===== src/rtl/therm_conditioner.sv =====
`default_nettype none
// ============================================================================
//  Module   : therm_conditioner
//  Purpose  : Synchronizes raw flash-comparator bits, removes single-bit
//             bubbles, forces a monotone thermometer code and debounces it
//             before handing it to the thermometer-to-binary encoder.
//  Revision : 1.0 - initial release
// ============================================================================
module therm_conditioner #(
  parameter int WIDTH         = 7,
  parameter int SYNC_STAGES   = 2,
  parameter int STABLE_CYCLES = 4
) (
  input  logic             clk_i,
  input  logic             rst_i,
  input  logic [WIDTH-1:0] comp_i,
  input  logic             sample_en_i,
  input  logic             clear_i,
  output logic [WIDTH-1:0] thermometer_o,
  output logic             enable_o,
  output logic             valid_o,
  output logic             bubble_err_o
);

  localparam int CNT_W = $clog2(STABLE_CYCLES) + 1;
  localparam logic [CNT_W-1:0] C_CNT_LOCK = CNT_W'(STABLE_CYCLES - 1);
  localparam logic [CNT_W-1:0] C_CNT_MAX  = {CNT_W{1'b1}};

  typedef enum logic [1:0] {
    IDLE   = 2'd0,
    SETTLE = 2'd1,
    HOLD   = 2'd2
  } state_t;

  logic [WIDTH-1:0] sync_q [SYNC_STAGES];
  logic [WIDTH-1:0] sync_d [SYNC_STAGES];

  state_t           state_q, state_d;
  logic [WIDTH-1:0] cand_q, cand_d;
  logic [CNT_W-1:0] cnt_q, cnt_d;
  logic [WIDTH-1:0] therm_q, therm_d;
  logic             enable_q, enable_d;
  logic             valid_q, valid_d;
  logic             bubble_q, bubble_d;

  logic [WIDTH-1:0] s_w;
  logic [WIDTH+1:0] ext_w;
  logic [WIDTH-1:0] maj_w;
  logic [WIDTH-1:0] corr_w;
  logic             is_therm_w;

  // Shift the raw comparator bits through the metastability chain.
  always_comb begin
    sync_d[0] = comp_i;
    for (int i = 1; i < SYNC_STAGES; i++) begin
      sync_d[i] = sync_q[i-1];
    end
  end

  assign s_w = sync_q[SYNC_STAGES-1];

  // Three-tap majority vote (padded with 1 below and 0 above) followed by a
  // prefix-AND, so any single flipped bit is repaired and the result is
  // always a legal thermometer code.
  always_comb begin
    ext_w = {1'b0, s_w, 1'b1};
    for (int k = 0; k < WIDTH; k++) begin
      maj_w[k] = (ext_w[k] & ext_w[k+1]) | (ext_w[k] & ext_w[k+2]) |
                 (ext_w[k+1] & ext_w[k+2]);
    end
    corr_w[0] = maj_w[0];
    for (int k = 1; k < WIDTH; k++) begin
      corr_w[k] = corr_w[k-1] & maj_w[k];
    end
  end

  // A legal code 0..01..1 plus one carries into a single clean bit.
  assign is_therm_w = ((s_w + WIDTH'(1)) & s_w) == '0;

  // Next-state logic: debounce FSM, output registers and the sticky bubble flag.
  always_comb begin
    state_d  = state_q;
    cand_d   = cand_q;
    cnt_d    = cnt_q;
    therm_d  = therm_q;
    enable_d = enable_q;
    valid_d  = 1'b0;
    bubble_d = bubble_q;

    // Detection outranks clear so a live fault is never lost.
    if ((state_q != IDLE) && !is_therm_w) begin
      bubble_d = 1'b1;
    end else if (clear_i) begin
      bubble_d = 1'b0;
    end

    case (state_q)
      IDLE: begin
        enable_d = 1'b0;
        if (sample_en_i) begin
          state_d = SETTLE;
          cand_d  = corr_w;
          cnt_d   = CNT_W'(1);
        end
      end
      SETTLE: begin
        if (!sample_en_i) begin
          state_d  = IDLE;
          enable_d = 1'b0;
        end else if (corr_w != cand_q) begin
          cand_d = corr_w;
          cnt_d  = CNT_W'(1);
        end else if (cnt_q == C_CNT_LOCK) begin
          therm_d  = cand_q;
          valid_d  = 1'b1;
          enable_d = 1'b1;
          state_d  = HOLD;
        end else if (cnt_q != C_CNT_MAX) begin
          cnt_d = cnt_q + CNT_W'(1);
        end
      end
      HOLD: begin
        // Leaving for SETTLE keeps enable high; the old code stays valid
        // until the new one has proven stable.
        if (!sample_en_i) begin
          state_d  = IDLE;
          enable_d = 1'b0;
        end else if (corr_w != therm_q) begin
          state_d = SETTLE;
          cand_d  = corr_w;
          cnt_d   = CNT_W'(1);
        end
      end
      default: begin
        state_d  = IDLE;
        enable_d = 1'b0;
      end
    endcase
  end

  // State and output registers with asynchronous reset.
  always_ff @(posedge clk_i or posedge rst_i) begin
    if (rst_i) begin
      for (int i = 0; i < SYNC_STAGES; i++) begin
        sync_q[i] <= '0;
      end
      state_q  <= IDLE;
      cand_q   <= '0;
      cnt_q    <= '0;
      therm_q  <= '0;
      enable_q <= 1'b0;
      valid_q  <= 1'b0;
      bubble_q <= 1'b0;
    end else begin
      for (int i = 0; i < SYNC_STAGES; i++) begin
        sync_q[i] <= sync_d[i];
      end
      state_q  <= state_d;
      cand_q   <= cand_d;
      cnt_q    <= cnt_d;
      therm_q  <= therm_d;
      enable_q <= enable_d;
      valid_q  <= valid_d;
      bubble_q <= bubble_d;
    end
  end

  assign thermometer_o = therm_q;
  assign enable_o      = enable_q;
  assign valid_o       = valid_q;
  assign bubble_err_o  = bubble_q;

endmodule
`default_nettype wire


===== config.mk =====
export PLATFORM = sky130hd
export DESIGN_NAME = therm_conditioner
export DESIGN_NICKNAME = d
export VERILOG_FILES = /design/src/rtl/therm_conditioner.sv
export SDC_FILE = /design/constraint.sdc
export NUM_CORES = 1
export LEC_CHECK = 0
export CORE_MARGIN = 2
export CORE_UTILIZATION = 30
export DETAILED_ROUTE_END_ITERATION = 6
export PLACE_DENSITY = 0.47
export SLEW_MARGIN = 30
export SYNTH_ARGS = -nofsm -noshare
export SYNTH_HDL_FRONTEND = slang
export SYNTH_SLANG_ARGS = --single-unit

===== constraint.sdc =====
create_clock -name clk_i -period 2.75 [get_ports clk_i]
set_clock_uncertainty 0.15 [all_clocks]
set_input_delay 0.55 -clock clk_i [delete_from_list [all_inputs] [get_ports clk_i]]
set_output_delay 0.55 -clock clk_i [all_outputs]
set_load 0.05 [all_outputs]

==> metrics.txt <==
H-tree Lvls=2; die area=0.00633 mm²; Least-Margin Pin Slew=0.503 ns; final hold vios=0; synth unique cells=45; origin of the worst setup path=s_w[1]$_DFF_PP0_; first-pass GRT wire length=5550 µm; Synth-to-Final Area Change=25.2%; nature of the critical path endpoint=register; Starting Density=0.311; clock buffer depth=2; largest cells by area after synthesis=dfrtp_1, mux2_2, xnor2_1; Vias=1175; final setup violation count=0; area fraction of the dominant cell type after synthesis=0.526; CTS tree=done; Synth async-reset ratio=1.00; grt ovf=0; Critical-path top delay cell=dfrtp_2; DR iter-0 viols=54; class of the worst hold path=register to register; top post-synthesis cells by count=dfrtp_1, mux2_2, nand2_1, inv_1, o21ai_0; fin nets=186; Die W=79.5 µm; Final Critical Period=2.63 ns; power per cell area=524 mW/mm²; drt total wl=3120 µm; post-synth top area cell=dfrtp_1; LEAKAGE=0.924 nW; hold bufs inserted after CTS=0; status=finished, final reports clean; reg2reg start=s_w[1]$_DFF_PP0_; mux share of post-synthesis cell area=0.0965; pre-CTS WS=0.0227 ns; synthesis warning total=0; syn avg cell area=12.1 µm²; Clk Latency, worst-skew pair=0.28 ns; ys flop type=dfrtp_1; DR pass1 iterations=4; CP Data Arrival Time=2.65 ns; sequential area share after synthesis=0.526; Syn Inst Count=141; Post-route DRC=0; number of global-route vias before repair=1174; diode count=0; top-count cell post-synth=dfrtp_1; CORE AREA=0.00551 mm²; Critical Path Start Type=register; delay-heaviest family, CP=buffers and inverters; CP Cell Sequence=clkbuf_2 -> maj3_1 -> nand3_1 -> o21ai_0 -> and4_1 -> nor4bb_1 -> buf_4 -> a211oi_4 -> buf_6 -> mux2_2; CTS sink count=36; Die Y=79.5 µm; Total GRT Usage=0.113; largest net degree at the start of global routing=37; data required time of the worst path=2.76 ns; fraction of layout cells with a size suffix above 1=0.244; CTS Buf Count=5; boundary pin count=21; Synth Area in Compound Gates=0.143; main combinational cell family by area after synthesis=compound AO/OA/AOI/OAI gates; I/O Buffers=20; flop and latch count out of synthesis=36; Worst-path clk slew=0.07 ns; drt wl/cell=12.8 µm; crit-path max cell delay=0.41 ns; final period utilization=0.958; count of standard-cell rows=27; final setup margin=0.116 ns; remaining antenna violation count=0; DP Wirelength=2260 µm; worst vdd rail ir drop=0.244 mV; number of antenna violations at the first check in global routing=0; Post-Synth XOR/XNOR Area=0.0461; gpl congestion=0.822; hold_ws=0.198 ns; Max Fclk=380 MHz; Crit Path Max Fanout=7; post-synthesis simple-gate area fraction=0.118; Rel. slew slack=0.663; Buffers & Inverters on Critical Path=3; Slew Limit Fails=0; maxcap violations=0; critical path class=register to register; CTS Root Cell=clkbuf_8; min-delay src=sync_d[3]$_DFF_PP0_; fin util=0.389; Post-synth EDFFs=0; synthesized area=0.00171 mm²; Avg Vias per Cell=4.82; synthesized-area fraction occupied by adder cells=0.0278; Net Count, Synth=155
[worst register-to-register path, stage by stage (launching register included)]
cell	delay, ns
dfrtp_2	0.41
clkbuf_2	0.14
maj3_1	0.40
nand3_1	0.09
o21ai_0	0.09
and4_1	0.21
nor4bb_1	0.14
buf_4	0.18
a211oi_4	0.22
buf_6	0.16
mux2_2	0.33
[timing repair]
| item | 4_1_cts | 5_1_grt |
|---|---|---|
| endpoints found under the hold margin | 0 | 0 |
| endpoints found under the setup margin | 0 | 13 |
| buffers inserted | 0 | 4 |
| gates resized for setup | 0 | 4 |
[flip-flops by register name, summed over array words and instances, names as in the netlist]
name and count:
state_q 2, cand_q 7, sync_d 7, thermometer_o 7, valid_o 1, cnt_q 3
s_w 7, bubble_err_o 1, enable_o 1
[per-stage QoR]
| stage | cells | TNS [ns] | area, µm² | total power, W |
|---|---|---|---|---|
| final | 244 | 0 | 2140 | 0.00112 |
| after detailed placement | 233 | 0 | 2010 | 0.000736 |
| after CTS | 240 | 0 | 2100 | 0.00114 |
| after floorplan | 141 | 0 | 1710 | 0.000688 |
| after global placement | 233 | 0 | 2010 | 0.000734 |
| after global routing | 244 | -0.0169 | 2140 | 0.00119 |
[where the power goes]
| part | total [W] | switching (W) | internal, W |
|---|---|---|---|
| clock | 0.000393 | 0.000170 | 0.000223 |
| sequential | 0.000585 | 0.0000282 | 0.000557 |
| combinational | 0.000145 | 0.0000711 | 0.0000737 |
[layout by cell type (no fill, tap or decap), types with 3 or more instances in the layout]
master           instances
clkdlybuf4s50_1         20
inv_1                    8
o21ai_0                  8
xnor2_1                  6
mux2_2                  12
mux2i_1                  3
ha_1                     3
nand2_1                 10
clkbuf_8                 7
nor2_1                   5
nand3_1                  5
buf_4                    8
dfrtp_1                 34
xor2_1                   3
[worst paths after layout]
check	to	depth (start not counted)	slack, ns
setup / recovery	cand_q[3]$_DFFE_PP0P_	10	0.12
hold / removal	s_w[3]$_DFF_PP0_	0	0.20
setup reg to reg	cand_q[3]$_DFFE_PP0P_	10	0.12
hold reg to reg	s_w[3]$_DFF_PP0_	0	0.20
max in group asynchronous	s_w[0]$_DFF_PP0_	3	1.59
min in group asynchronous	sync_d[4]$_DFF_PP0_	3	0.53
[area by class of cell]
cell class	count	area [µm²]
multi-input cells	91	747
flip-flops and latches	36	903
fillers	535	3360
well taps	72	90.1
repair buffers	30	277
inverters	8	30.0
clock buffers	7	96.3
[logic make-up after synthesis]
group	after synthesis
adder cells (fa/ha/maj)	4
AND/OR/NAND/NOR	36
XOR/XNOR	9
AO/OA/AOI/OAI	27
multiplexers	15
buffers and inverters	14
flip-flops	36
[per-layer routing]
metal	global-route usage	vias up	wire [µm]
met3	0.0339	2	127
met1	0.150	575	1490
li1	-	576	-
met2	0.176	22	1480
met4	0.0362	0	25
met5	0	-	0
Note: power is estimated with default switching activity, not from simulation.
